File: src/rtl/fetch_stage_pkg.sv
// Shared types and constants for the instruction-fetch stage.
// Holds the bus widths, the NOP word, the reset vector and the fetch state enum.
package fetch_stage_pkg;

  localparam int unsigned InstrWidth = 32;
  localparam int unsigned AddrWidth  = 32;

  localparam logic [InstrWidth-1:0] NopWord        = 32'h0000_0000;
  localparam logic [AddrWidth-1:0]  DefaultResetPc = 32'h0000_0000;

  typedef enum logic {
    StIdle,
    StRun
  } fetch_state_e;

  // Clear the byte-offset bits of an address.
  function automatic logic [AddrWidth-1:0] word_align(input logic [AddrWidth-1:0] addr);
    return addr & ~AddrWidth'(3);
  endfunction

endpackage

File: src/rtl/fetch_stage_pc_register.sv
// PC register, next-PC priority mux and the IDLE/RUN fetch state.
// FETCH_ALIGN_CHECK_EN keeps pc[1:0] as loaded instead of forcing it to zero.
module fetch_stage_pc_register
  import fetch_stage_pkg::*;
#(
  parameter logic [AddrWidth-1:0] ResetPc = DefaultResetPc
) (
  input  logic                 clk_i,
  input  logic                 reset_i,
  input  logic                 stall_i,
  input  logic                 flush_i,
  input  logic [AddrWidth-1:0] flush_pc_i,
  input  logic                 branch_flag_i,
  input  logic [AddrWidth-1:0] branch_target_i,
  output logic                 run_o,
  output logic [AddrWidth-1:0] pc_o
);

  fetch_state_e         state_q, state_d;
  logic [AddrWidth-1:0] pc_q, pc_d;

  function automatic logic [AddrWidth-1:0] load_value(input logic [AddrWidth-1:0] addr);
`ifdef FETCH_ALIGN_CHECK_EN
    return addr;
`else
    return word_align(addr);
`endif
  endfunction

  always_ff @(posedge clk_i) begin
    if (reset_i) begin
      state_q <= StIdle;
    end else begin
      state_q <= state_d;
    end
  end

  // Leaving RUN only happens through reset, which the register handles.
  always_comb begin
    state_d = state_q;
    unique case (state_q)
      StIdle:  state_d = StRun;
      StRun:   state_d = StRun;
      default: state_d = StIdle;
    endcase
  end

  always_comb begin
    pc_d = pc_q;
    if (state_q == StRun) begin
      if (flush_i) begin
        pc_d = load_value(flush_pc_i);
      end else if (!stall_i) begin
        if (branch_flag_i) begin
          pc_d = load_value(branch_target_i);
        end else begin
          pc_d = pc_q + AddrWidth'(4);
        end
      end
    end
  end

  always_ff @(posedge clk_i) begin
    if (reset_i) begin
      pc_q <= ResetPc;
    end else begin
      pc_q <= pc_d;
    end
  end

  always_comb begin
    run_o = (state_q == StRun);
    pc_o  = pc_q;
  end

endmodule

File: src/rtl/fetch_stage.sv
// Instruction-fetch stage: PC/ROM addressing plus the IF/ID pipeline register.
// Optional FETCH_ALIGN_CHECK_EN adds id_address_error and bubbles misaligned fetches.
module fetch_stage
  import fetch_stage_pkg::*;
#(
  parameter logic [AddrWidth-1:0]  RESET_PC = DefaultResetPc,
  parameter logic [InstrWidth-1:0] NOP_WORD = NopWord
) (
  input  logic                  clock,
  input  logic                  reset,
  input  logic                  stall,
  input  logic                  flush,
  input  logic [AddrWidth-1:0]  flush_pc,
  input  logic                  branch_flag,
  input  logic [AddrWidth-1:0]  branch_target,
  output logic                  rom_enable,
  output logic [AddrWidth-1:0]  rom_address,
  input  logic [InstrWidth-1:0] rom_data,
  output logic [AddrWidth-1:0]  id_pc,
  output logic [InstrWidth-1:0] id_instruction,
  output logic                  id_valid
`ifdef FETCH_ALIGN_CHECK_EN
  ,
  output logic                  id_address_error
`endif
);

  logic                  run;
  logic [AddrWidth-1:0]  pc;

  logic [AddrWidth-1:0]  id_pc_q, id_pc_d;
  logic [InstrWidth-1:0] id_instr_q, id_instr_d;
  logic                  id_valid_q, id_valid_d;
`ifdef FETCH_ALIGN_CHECK_EN
  logic                  id_err_q, id_err_d;
`endif

  fetch_stage_pc_register #(
    .ResetPc(RESET_PC)
  ) u_pc_register (
    .clk_i          (clock),
    .reset_i        (reset),
    .stall_i        (stall),
    .flush_i        (flush),
    .flush_pc_i     (flush_pc),
    .branch_flag_i  (branch_flag),
    .branch_target_i(branch_target),
    .run_o          (run),
    .pc_o           (pc)
  );

  // A taken branch still captures the current word: it is the delay slot.
  always_comb begin
    id_pc_d    = id_pc_q;
    id_instr_d = id_instr_q;
    id_valid_d = id_valid_q;
`ifdef FETCH_ALIGN_CHECK_EN
    id_err_d   = id_err_q;
`endif
    if (run) begin
      if (flush) begin
        id_pc_d    = '0;
        id_instr_d = NOP_WORD;
        id_valid_d = 1'b0;
`ifdef FETCH_ALIGN_CHECK_EN
        id_err_d   = 1'b0;
`endif
      end else if (!stall) begin
        id_pc_d    = pc;
        id_instr_d = rom_data;
        id_valid_d = 1'b1;
`ifdef FETCH_ALIGN_CHECK_EN
        id_err_d   = 1'b0;
        if (pc[1:0] != 2'b00) begin
          id_instr_d = NOP_WORD;
          id_valid_d = 1'b0;
          id_err_d   = 1'b1;
        end
`endif
      end
    end
  end

  always_ff @(posedge clock) begin
    if (reset) begin
      id_pc_q    <= '0;
      id_instr_q <= NOP_WORD;
      id_valid_q <= 1'b0;
`ifdef FETCH_ALIGN_CHECK_EN
      id_err_q   <= 1'b0;
`endif
    end else begin
      id_pc_q    <= id_pc_d;
      id_instr_q <= id_instr_d;
      id_valid_q <= id_valid_d;
`ifdef FETCH_ALIGN_CHECK_EN
      id_err_q   <= id_err_d;
`endif
    end
  end

  always_comb begin
    rom_enable     = run;
    rom_address    = pc;
    id_pc          = id_pc_q;
    id_instruction = id_instr_q;
    id_valid       = id_valid_q;
`ifdef FETCH_ALIGN_CHECK_EN
    id_address_error = id_err_q;
`endif
  end

endmodule

File: config.mk
export PLATFORM = sky130hd
export DESIGN_NAME = fetch_stage
export DESIGN_NICKNAME = d
export VERILOG_FILES = /design/src/rtl/fetch_stage_pkg.sv /design/src/rtl/fetch_stage_pc_register.sv /design/src/rtl/fetch_stage.sv
export SDC_FILE = /design/constraint.sdc
export NUM_CORES = 1
export LEC_CHECK = 0
export ABC_AREA = 1
export CAP_MARGIN = 20
export CORE_MARGIN = 2
export CORE_UTILIZATION = 30
export DETAILED_ROUTE_END_ITERATION = 8
export SLEW_MARGIN = 30
export SYNTH_ARGS = -nofsm -noshare
export SYNTH_HDL_FRONTEND = slang
export SYNTH_SLANG_ARGS = --single-unit
export TNS_END_PERCENT = 50
File: constraint.sdc
create_clock -name clock -period 1.86 [get_ports clock]
set_input_delay 0.558 -clock clock [delete_from_list [all_inputs] [get_ports clock]]
set_output_delay 0.558 -clock clock [all_outputs]
set_load 0.005 [all_outputs]
==> flow_summary.yaml <==
worst_setup_path:
  path_cells: "clkdlybuf4s50_1"
  crit-reg2reg-launch: "u_pc_register.pc_o[3]"
  timing_worst_setup_path_type: "reg -> out"
  critPathMaxFanout: 6
  slowest_stage_delay_on_critical_path_ns: 0.52
  critical_path.top_delay_family: "buffers and inverters"
  ff2ff_setup_slack_ns: 0.25
  cp_slowest_cell: "sky130_fd_sc_hd__clkdlybuf4s50_1"
  rr_endpoint: "u_pc_register.pc_o[18]"
  worstSetupEndpointType: "output pin"
  worstSetupStartpointType: "register"
  cp.arrival_ns: 1.26
  reg2reg_depth: 8
  worstPathBufferInverterCount: 1
  worst-endpoint-required_ns: 1.30
logic_synthesis:
  yosysSeqAreaShare_pct: 39.26
  yosys_warnings: 0
  postSynthRegisterBits: 95
  synth_top_cell_area_share_pct: 39.26
  netlist_instances: 734
  synth.lib_cells_used.distinct: 27
  synth.top_cells.by_area: "sky130_fd_sc_hd__dfxtp_1 (39%), sky130_fd_sc_hd__nand2_1 (13%), sky130_fd_sc_hd__a21oi_1 (12%), sky130_fd_sc_hd__nand3_1 (10%), sky130_fd_sc_hd__nor2_1 (6.7%)"
  synthDominantAreaCellType: "sky130_fd_sc_hd__dfxtp_1"
  syn-cell-area_sq_um: 4845
  avgSynthCellArea_sq_um: 6.600
sta:
  max_clock_freq_mhz: 550.2
  grt_setup_unrepaired: "no"
  report.final.setup_viol: 0
  report.final.slew_viol_count: 0
  fin_setup_tns_ns: 0
  skew_ns: 0.006703
  setup_ws_ns: 0.04236
  finalHoldViolCount: 0
  period_share_pct: 97.72
  period_minus_slack_ns: 1.818
place:
  io_buffer_count: 192
  place.gp.congestion: 0.8488
  dp_slack_ns: -0.05281
  dp_hpwl_um: 12280
drt:
  routed-via-count: 5414
  dr_wl_met2_um: 7767
  drt-pass1-iter-count: 5
  route.antenna.remaining_nets: 0
  met1_wl_um: 7871
  wire_per_inst_um: 14.77
  highest-signal-layer: "met4"
  drt_drc_violations_left: 0
  vias_per_cell: 4.712
  drt_iter0_drc: 340
  met3RoutedLength_um: 1188
  totalWireLength_um: 16980
power_and_ir_drop:
  netSwitchingFraction_pct: 27.26
  int_pwr_uw: 3697
  seq_power_share_pct: 44.3
  pwr-share-comb_pct: 21.1
  p_sw_uw: 1386
  power.density_nw_per_um2: 678.3
  vdd_drop_max_uv: 423.3
  clockPowerShare_pct: 34.6
  power.static_leakage_uw: 0.002738
global_routing:
  grt_antenna_before_repair: 0
  grt_pass1_wl_um: 25990
  groute.usage.overall_pct: 19.40
  grt_start_max_net_pins: 58
  globalRouteOverflowTotal: 0
  first_global_vias: 4913
clock_tree:
  ctsLongestPathBuffers: 2
  numClockSinks: 95
  cts-buffers-inserted: 9
  worst_setup_hold_path_clk_slew_ns: 0.06
  cts_tree: "yes"
  hold_buffers: 0
  post-cts-setup-buffers: 0
  htreeDepth: 3
  clkLatencyLatePin_ns: 0.34
  cts-root-buf: "sky130_fd_sc_hd__clkbuf_16"
floorplanning:
  core_sq_um: 15830
  die_height_um: 131.1
  ios: 199
  count_of_standard_cell_rows: 46
  die_w_um: 131.1
  start_util_pct: 30.61
  design.die.area_sq_um: 17180
finish:
  post_route_cells_drive_above_1_share_pct: 10.72
  final_net_count: 1030
  layout.cells.most_common: "sky130_fd_sc_hd__clkdlybuf4s50_1"
  finalCoreUtilization_pct: 47.34
  syn2layout_area_growth_pct: 54.67
  mostFrequentLayoutCells: "sky130_fd_sc_hd__clkdlybuf4s50_1 (188), sky130_fd_sc_hd__nand2_1 (163), sky130_fd_sc_hd__a21oi_1 (118)"
  final.fill_count: 1627
  diodes: 0
worst_hold_path:
  hold_path.startpoint: "id_instruction[29]"
  min_delay_path_depth: 2
  holdCritPathClass: "reg -> reg"
  whs_endpoint: "id_instruction[29]"
run:
  drv.max_cap_violation_count: 0
run_status:
  run_status: "completed"
stage by stage:
step	area, sq um	power (uW)	instances	hold WS [ns]
after floorplan	4848	2725	735	0.4544
after global placement	7163	3369	1133	0.4507
after detailed placement	7163	3369	1133	0.4536
after CTS	7468	5157	1149	0.4650
after global routing	7493	5355	1149	0.4799
final	7493	5082	1149	0.4624
Yosys cell counts, drive strengths merged:
| library cell | n |
|---|---|
| nand2 | 171 |
| a21oi | 118 |
| nand3 | 100 |
| nor2 | 98 |
| dfxtp | 95 |
| o21ai | 45 |
| inv | 36 |
| clkbuf | 26 |
| buf | 25 |
| xnor2 | 6 |
| o211ai | 4 |
| nand4 | 3 |
| clkinv | 2 |
| conb | 1 |
| ha | 1 |
| nand3b | 1 |
| or2 | 1 |
| xor2 | 1 |
layout make-up:
| type | count | area, sq um | share of cell area (%) |
|---|---|---|---|
| clock inverters | 4 | 20.02 | 0.2672 |
| multi-input cells | 551 | 2566 | 34.25 |
| well taps | 216 | 270.3 | 3.607 |
| inverters | 38 | 142.6 | 1.903 |
| flip-flops and latches | 95 | 1951 | 26.03 |
| repair buffers | 233 | 2287 | 30.52 |
| clock buffers | 12 | 256.5 | 3.423 |
worst min-delay path: stages (launching register included):
cell	delay, ns
sky130_fd_sc_hd__dfxtp_1	0.31
sky130_fd_sc_hd__nand2_1	0.06
sky130_fd_sc_hd__a21oi_1	0.05
how the worst max path moves through the flow:
| stage | from | end | slack [ns] | cells past startpoint |
|---|---|---|---|---|
| finish | u_pc_register.pc_o[6] | rom_address[6] | 0.04 | 1 |
| global route | u_pc_register.pc_o[3] | rom_address[3] | 0.006 | 1 |
| CTS | u_pc_register.pc_o[8] | rom_address[8] | 0.004 | 1 |
| detailed placement | stall | u_pc_register.pc_o[19] | -0.05 | 8 |
| global placement | branch_flag | u_pc_register.pc_o[14] | -0.03 | 6 |
| floorplan | flush | id_instruction[30] | 0.37 | 7 |
registers in the layout (all words and copies together), names as in the netlist:
| name | flops |
|---|---|
| id_pc | 31 |
| id_instruction | 32 |
| u_pc_register.pc_o | 30 |
| id_valid | 1 |
| u_pc_register.run_o | 1 |
timing repair:
item / in CTS / in global routing
resized for setup: 21 / 10
endpoints found under the setup margin: 19 / 10
pin swaps: 0 / 0
metal layers:
layer  track usage, %  up-vias
li1                 -     2807
met1            26.63     2428
met2            30.42      171
met3            5.073        8
met4            4.944        0
met5                0        -
cell families after synthesis:
family          Yosys count  synth area share, %
compound gates          167                17.46
xor+xnor                  7                1.266
flops                    95                39.26
simple gates            374                33.73
other cells               1              0.07741
buf+inv                  89                7.955
fa+ha+maj                 1               0.2582
power by group through the flow:
stage / logic, uW / clock network [uW] / registers [uW]
2_1_floorplan: 428 / 0 / 2300
3_3_place_gp: 1080 / 0 / 2290
3_5_place_dp: 1080 / 0 / 2290
4_1_cts: 1080 / 1820 / 2250
5_1_grt: 1180 / 1910 / 2270
6_report: 1070 / 1760 / 2250
Power figures use the tool's default switching activity.
